[src/rtl/tmds_lane_sequencer.sv]
// tmds_lane_sequencer: divides x_clk into 10-cycle word slots and feeds one legal TMDS symbol per slot.
// Define TMDS_SEQ_AUX_EN to build the auxiliary packet path and its starvation guard.
module tmds_lane_sequencer #(
    parameter int unsigned PRE_LEN    = 8,
    parameter int unsigned GUARD_LEN  = 2,
    parameter int unsigned STARVE_MAX = 4
) (
    input  logic       x_clk,
    input  logic       rst,
    input  logic [1:0] ctl_in,
    input  logic       vid_valid,
    input  logic [9:0] vid_word,
    output logic       vid_ready,
    input  logic       aux_valid,
    input  logic [9:0] aux_word,
    output logic       aux_ready,
    output logic [9:0] ser_word,
    output logic       ser_load,
    output logic       period_vid,
    output logic       period_aux
);

    localparam logic [2:0] ST_CTRL      = 3'd0;
    localparam logic [2:0] ST_PRE       = 3'd1;
    localparam logic [2:0] ST_GUARD     = 3'd2;
    localparam logic [2:0] ST_VID_DATA  = 3'd3;
`ifdef TMDS_SEQ_AUX_EN
    localparam logic [2:0] ST_AUX_DATA  = 3'd4;
    localparam logic [2:0] ST_AUX_TRAIL = 3'd5;
`endif

    localparam logic [9:0] CTL_00    = 10'b1101010100;
    localparam logic [9:0] CTL_01    = 10'b0010101011;
    localparam logic [9:0] CTL_10    = 10'b0101010100;
    localparam logic [9:0] CTL_11    = 10'b1010101011;
    localparam logic [9:0] VID_GUARD = 10'b1011001100;

    localparam logic [3:0] SLOT_LAST  = 4'd9;
    localparam logic [3:0] PRE_LAST   = 4'(PRE_LEN - 1);
    localparam logic [3:0] GUARD_LAST = 4'(GUARD_LEN - 1);

`ifdef TMDS_SEQ_AUX_EN
    localparam logic [9:0] AUX_GUARD  = 10'b0100110011;
    localparam logic [3:0] TRAIL_LAST = 4'(GUARD_LEN - 2);
    localparam logic [3:0] STARVE_LIM = 4'(STARVE_MAX);
`endif

    function automatic logic [9:0] ctl_code(input logic [1:0] c);
        logic [9:0] w;
        case (c)
            2'b00:   w = CTL_00;
            2'b01:   w = CTL_01;
            2'b10:   w = CTL_10;
            default: w = CTL_11;
        endcase
        return w;
    endfunction

    logic [3:0] bit_cnt;
    logic       slot;
    logic [2:0] state;
    logic [2:0] state_d;
    logic [3:0] cnt;
    logic [3:0] cnt_d;
    logic [9:0] word_d;

`ifdef TMDS_SEQ_AUX_EN
    logic       tgt_aux;
    logic       tgt_aux_d;
    logic [3:0] aux_wait;
    logic [3:0] aux_wait_d;
    logic       force_aux;
`else
    logic       unused_aux;
    assign unused_aux = ^{aux_valid, aux_word};
    assign aux_ready  = 1'b0;
    assign period_aux = 1'b0;
`endif

    assign slot = (bit_cnt == SLOT_LAST);

`ifdef TMDS_SEQ_AUX_EN
    assign force_aux = aux_valid && (aux_wait >= STARVE_LIM);
`endif

    // Everything below is evaluated every cycle but only takes effect on a slot cycle.
    always_comb begin
        state_d   = state;
        cnt_d     = cnt;
        word_d    = ser_word;
        vid_ready = 1'b0;
`ifdef TMDS_SEQ_AUX_EN
        tgt_aux_d  = tgt_aux;
        aux_wait_d = aux_wait;
        aux_ready  = 1'b0;
`endif
        if (slot && !rst) begin
            case (state)
                ST_CTRL: begin
                    word_d = ctl_code(ctl_in);
`ifdef TMDS_SEQ_AUX_EN
                    if (vid_valid && !force_aux) begin
                        state_d   = ST_PRE;
                        cnt_d     = '0;
                        tgt_aux_d = 1'b0;
                        if (aux_valid && (aux_wait != 4'hF)) begin
                            aux_wait_d = aux_wait + 4'd1;
                        end
                    end else if (aux_valid) begin
                        state_d    = ST_PRE;
                        cnt_d      = '0;
                        tgt_aux_d  = 1'b1;
                        aux_wait_d = '0;
                    end
`else
                    if (vid_valid) begin
                        state_d = ST_PRE;
                        cnt_d   = '0;
                    end
`endif
                end
                ST_PRE: begin
`ifdef TMDS_SEQ_AUX_EN
                    word_d = tgt_aux ? CTL_10 : CTL_01;
`else
                    word_d = CTL_01;
`endif
                    if (cnt == PRE_LAST) begin
                        state_d = ST_GUARD;
                        cnt_d   = '0;
                    end else begin
                        cnt_d = cnt + 4'd1;
                    end
                end
                ST_GUARD: begin
`ifdef TMDS_SEQ_AUX_EN
                    word_d = tgt_aux ? AUX_GUARD : VID_GUARD;
`else
                    word_d = VID_GUARD;
`endif
                    if (cnt == GUARD_LAST) begin
`ifdef TMDS_SEQ_AUX_EN
                        state_d = tgt_aux ? ST_AUX_DATA : ST_VID_DATA;
`else
                        state_d = ST_VID_DATA;
`endif
                        cnt_d = '0;
                    end else begin
                        cnt_d = cnt + 4'd1;
                    end
                end
                ST_VID_DATA: begin
                    if (vid_valid) begin
                        vid_ready = 1'b1;
                        word_d    = vid_word;
                    end else begin
                        word_d  = ctl_code(ctl_in);
                        state_d = ST_CTRL;
                    end
                end
`ifdef TMDS_SEQ_AUX_EN
                ST_AUX_DATA: begin
                    if (aux_valid) begin
                        aux_ready = 1'b1;
                        word_d    = aux_word;
                    end else begin
                        // The closing slot is itself the first trailing guard word.
                        word_d  = AUX_GUARD;
                        state_d = (GUARD_LEN > 1) ? ST_AUX_TRAIL : ST_CTRL;
                        cnt_d   = '0;
                    end
                end
                ST_AUX_TRAIL: begin
                    word_d = AUX_GUARD;
                    if (cnt == TRAIL_LAST) begin
                        state_d = ST_CTRL;
                        cnt_d   = '0;
                    end else begin
                        cnt_d = cnt + 4'd1;
                    end
                end
`endif
                default: begin
                    word_d  = ctl_code(ctl_in);
                    state_d = ST_CTRL;
                    cnt_d   = '0;
                end
            endcase
        end
    end

    always_ff @(posedge x_clk) begin
        if (rst) begin
            bit_cnt    <= '0;
            state      <= ST_CTRL;
            cnt        <= '0;
            ser_word   <= CTL_00;
            ser_load   <= 1'b0;
            period_vid <= 1'b0;
        end else begin
            bit_cnt    <= slot ? 4'd0 : bit_cnt + 4'd1;
            state      <= state_d;
            cnt        <= cnt_d;
            ser_load   <= slot;
            period_vid <= (state_d == ST_VID_DATA);
            if (slot) begin
                ser_word <= word_d;
            end
        end
    end

`ifdef TMDS_SEQ_AUX_EN
    always_ff @(posedge x_clk) begin
        if (rst) begin
            tgt_aux    <= 1'b0;
            aux_wait   <= '0;
            period_aux <= 1'b0;
        end else begin
            tgt_aux    <= tgt_aux_d;
            aux_wait   <= aux_wait_d;
            period_aux <= (state_d == ST_AUX_DATA) || (state_d == ST_AUX_TRAIL);
        end
    end
`endif

endmodule

[config.mk]
export PLATFORM = sky130hd
export DESIGN_NAME = tmds_lane_sequencer
export DESIGN_NICKNAME = d
export VERILOG_FILES = /design/src/rtl/tmds_lane_sequencer.sv
export SDC_FILE = /design/constraint.sdc
export NUM_CORES = 1
export LEC_CHECK = 0
export CAP_MARGIN = 20
export CORE_MARGIN = 2
export CORE_UTILIZATION = 48
export DETAILED_ROUTE_END_ITERATION = 8
export PLACE_DENSITY = 0.83
export SLEW_MARGIN = 5
export SYNTH_ARGS = -nofsm -noshare
export SYNTH_HDL_FRONTEND = slang
export SYNTH_SLANG_ARGS = --single-unit
[constraint.sdc]
create_clock -name x_clk -period 2.2 [get_ports x_clk]
set_input_delay 0.22 -clock x_clk [delete_from_list [all_inputs] [get_ports x_clk]]
set_output_delay 0.22 -clock x_clk [all_outputs]
set_load 0.005 [all_outputs]
# == After elaboration in Yosys (flattened, before gate mapping) ==
# Index checks and enable logic that the tools add are counted.
# classes
add_sub_neg,2
eq_ne,10
n_mux,16
bitwise_logic,1
n_reduce_logical,7
# op_table
op,n
$pmux 10 s3,2
$pmux 4 s4,1
$mux 3,5
$mux 4,3
$pmux 3 s4,1
$mux 10,1
$eq 3x2->1 const B,3
$add 4x1->4 const B,2
$eq 4x1->1 const B,1
$eq 4x3->1 const B,1
$eq 4x4->1 const B,1
$eq 3x1->1 const B,1
$logic_not 3->1,1
$mux 1,3
$reduce_and 3->1,1
$eq 2x1->1 const B,1
$eq 2x2->1 const B,1
$logic_not 2->1,1
$ne 2x2->1 const B,1
$reduce_and 2->1,1
$reduce_or 2->1,1
$logic_and 1x1->1,1
$logic_not 1->1,1
$not 1->1,1
# word_totals
regBits,23
out_inout_bits,15
elab_cells,42

# == Logic depth before layout (Yosys ltp) ==
# logic_depth
ltp_word,5
ltp_mapped,7

# == Worst setup path before layout ==
# Ideal clock, no wire load.
# synth_timing
path_type,reg2reg
start,reg cnt[0]
end,reg cnt[1]
setup_ps,120
t_arrival_ps,1335
required_ps,2080
setup_slack_ps,746
stages_incl_launch_ff,6
synth_period_minus_slack_ps,1454
path_cell_list,dfxtp_1 -> ha_1 -> or3b_2 -> a22oi_1 -> a21o_1 -> a211oi_2
# synth_between
elab_chain_len,3
# synth_rtl
element,line,text
start: declaration,63,logic [3:0] cnt;
start signal: assignment,203,cnt <= cnt_d;
"$add 4x1->4, or another cell as far along","132, 149",
"$mux 4, on equally long branches","141, 128",
$pmux 4 s4 (*),98,case (state)
# Every way passes the cells marked *; elsewhere a longest branch is shown, timed or not.
# A chain may end at the register's enable or synchronous reset.

# == Final worst setup path ==
# layout_timing
start,reg bit_cnt[0]
end,out vid_ready
# layout_between
elab_chain_len,3
# layout_rtl
element,line,text
start: declaration,59,logic [3:0] bit_cnt;
start signal: assignment,201,bit_cnt <= slot ? 4'd0 : bit_cnt + 4'd1;
$eq 4x4->1,80,assign slot = (bit_cnt == SLOT_LAST);
$logic_and 1x1->1,97,if (slot && !rst) begin
$mux 1,97,
end: declaration,13,"output logic vid_ready,"
# Every way passes these cells.

==> out/metrics.yaml <==
outcome: "finished, final reports clean"
drc: 0
postSynthAreaPerCell_um2: 8.45
cts_sinks: 23
startpoint: "bit_cnt[0]"
drtIter0Drc: 12
async_flop_share_pct: 0
cts.htree.levels: 1
clkTransAtPathRegs_ns: 0.13
hold_class: "input pin to flop"
skew_ns: 0.00454
worst-path-max-fanout: 4
synth_cells: 147
ys_seq_area_share_pct: 37.1
dp_cells: 203
timing.rr.start: "state[2]"
worst-endpoint-required_ns: 1.98
grt_setup_unrepaired: "no"
cp-start-kind: "flop"
routed_via_density: 5.42
post-dp-hpwl_um: 2240
rrSetupSlack_ns: 0.50
finalSetupTns_ns: 0
max-cap-violations: 0
grt_pass1_wl_um: 4380
grt.overflow.total: 0
die_h_um: 54.9
syn_area_mm2: 0.00124
port_buffers: 27
endpoint: "vid_ready"
globalplace.congestion: 0.820
io_pins: 41
vias: 1121
areaGrowthSynthToFinish_pct: 27.8
grt_max_degree: 15
setup_viol: 0
finalMaxSlewViolations: 0
max_stage_delay_ns: 0.49
cp_data_arrival_time_ns: 1.78
start_util_pct: 50.6
post_route_cells_drive_above_1_share_pct: 10.7
core-area_mm2: 0.00245
utilization_pct: 64.7
routed_wl_um: 2850
slowest_stage: "clkdlybuf4s50_1"
crit_chain: "ha_1 > nand4bb_1 > inv_2 > and2_1 > clkdlybuf4s50_1"
wl_per_cell_um: 13.8
clk_latency_ns: 0.32
n_antenna_cell: 0
reg2reg_to: "cnt[1]"
die_area_mm2: 0.00301
finalCritPeriodShare_pct: 91.0
ir_worst_vdd_v: 0.000379
ys_ff_latch: 23
dr.pass1.iters: 4
p_leak_nw: 0.628
grt_pass1_vias: 1059
final_cells: 207
cp.buffers_inverters: 2
cp.depth: 5
cts_buffer_depth: 2
rows: 18
n_fill_cell: 216
critical_path.top_delay_family: "buffers and inverters"
crit_type: "flop to output port"
total_power_mw: 0.696
synth_cell_types: 40
final-hold-violation-count: 0
ant_nets: 0
cts_setup_buffers: 0
fmax_mhz: 500
hold_buffers: 0
grt_util_all_layers_pct: 21.0
cts-root-buf: "clkbuf_4"
cellPowerDensity_mw_per_mm2: 439
period_needed_ns: 2.00
die_w_um: 54.9
cts_buffers: 3
fin_nets: 212
synth_flop_cell: "dfxtp_1"
cts_tree: "built"
crit_path_end_kind: "output port"
postCtsResizedCells: 0
antenna_found_initial: 0
r2r_cells: 5
synth_edf_count: 0
ys_warn_count: 0
==> worst min path at each step <==
stage	endpoint	cells after the start	from
floorplan	ser_word[6]	2	vid_word[6]
global placement	bit_cnt[0]	1	bit_cnt[0]
detailed placement	ser_word[0]	2	ser_word[0]
CTS	ser_word[8]	3	vid_word[8]
global route	ser_word[2]	3	vid_word[2]
finish	ser_word[2]	3	vid_word[2]
==> kinds of logic after synthesis <==
family | count (synthesis) | synth area share [%]
simple gates | 52 | 22.9
flops | 23 | 37.1
fa+ha+maj | 8 | 8.06
other cells | 1 | 0.302
buf+inv | 16 | 5.84
mux | 3 | 2.52
xor+xnor | 4 | 2.82
compound gates | 40 | 20.5
==> worst register-to-register path, stage by stage, from the launching register on <==
cell      delay [ns]
dfxtp_1         0.34
buf_4           0.17
or4_4           0.55
o211a_4         0.19
a21o_1          0.20
a211oi_2        0.19
==> cells in the mapped netlist, drive strengths merged, types with 2 or more instances <==
cell type	count	area [um^2]
mux2i	2	20.0
nand2	8	30.0
buf	6	35.0
o211ai	2	15.0
o21ai	6	30.0
a211oi	2	20.0
and3	2	12.5
inv	8	30.0
nor3	2	10.0
nor3b	3	22.5
dfxtp	23	460
nor2b	5	31.3
a21oi	20	100
nand3	4	20.0
a21o	2	15.0
nor2	15	56.3
clkbuf	2	7.51
nand2b	3	18.8
xnor2	3	26.3
a22oi	2	15.0
ha	8	100
and2	2	12.5
nand3b	3	22.5
==> placed cells by master (no fill, tap or decap), drive strengths merged, types with 4 or more instances in the layout <==
cell / count
clkdlybuf4s50: 27
dfxtp: 23
o21ai: 6
nand3: 4
nor2b: 5
nor2: 15
a21oi: 20
nand2: 8
inv: 8
buf: 6
ha: 8
==> registers in the layout (all words and copies together), names as in the netlist <==
register	flops
period_vid	1
cnt	4
ser_load	1
ser_word	10
state	3
bit_cnt	4
==> power by group <==
part	switching [mW]	internal (mW)	total (mW)
Sequential	0.00448	0.422	0.426
Combinational	0.0312	0.0400	0.0712
Clock	0.131	0.0681	0.199
==> per-layer routing <==
metal / share of wire [%] / up-vias / global-route usage [%]
li1: - / 569 / -
met1: 41 / 520 / 23.8
met2: 52 / 27 / 37.7
met3: 4.8 / 5 / 2.73
met4: 1.8 / 0 / 10.8
met5: 0 / - / 0
==> per-stage QoR <==
step           hold WS (ns)  setup slack, ns  instance area (um^2)
4_1_cts               0.444           0.0939                  1580
6_report              0.455            0.198                  1590
2_1_floorplan         0.355            0.746                  1250
3_5_place_dp          0.467            0.231                  1560
5_1_grt               0.442           0.0680                  1590
3_3_place_gp          0.444            0.231                  1560
==> area by class of cell <==
type | instances | area, um^2 | share of cell area [%]
timing repair buffer | 33 | 315 | 19.9
multi-input combinational | 109 | 716 | 45.1
inverter | 8 | 30.0 | 1.89
clock buffer | 3 | 22.5 | 1.42
sequential | 23 | 462 | 29.1
tap | 30 | 37.5 | 2.36
clock inverter | 1 | 5.00 | 0.315
(Power assumes the default switching activity.)
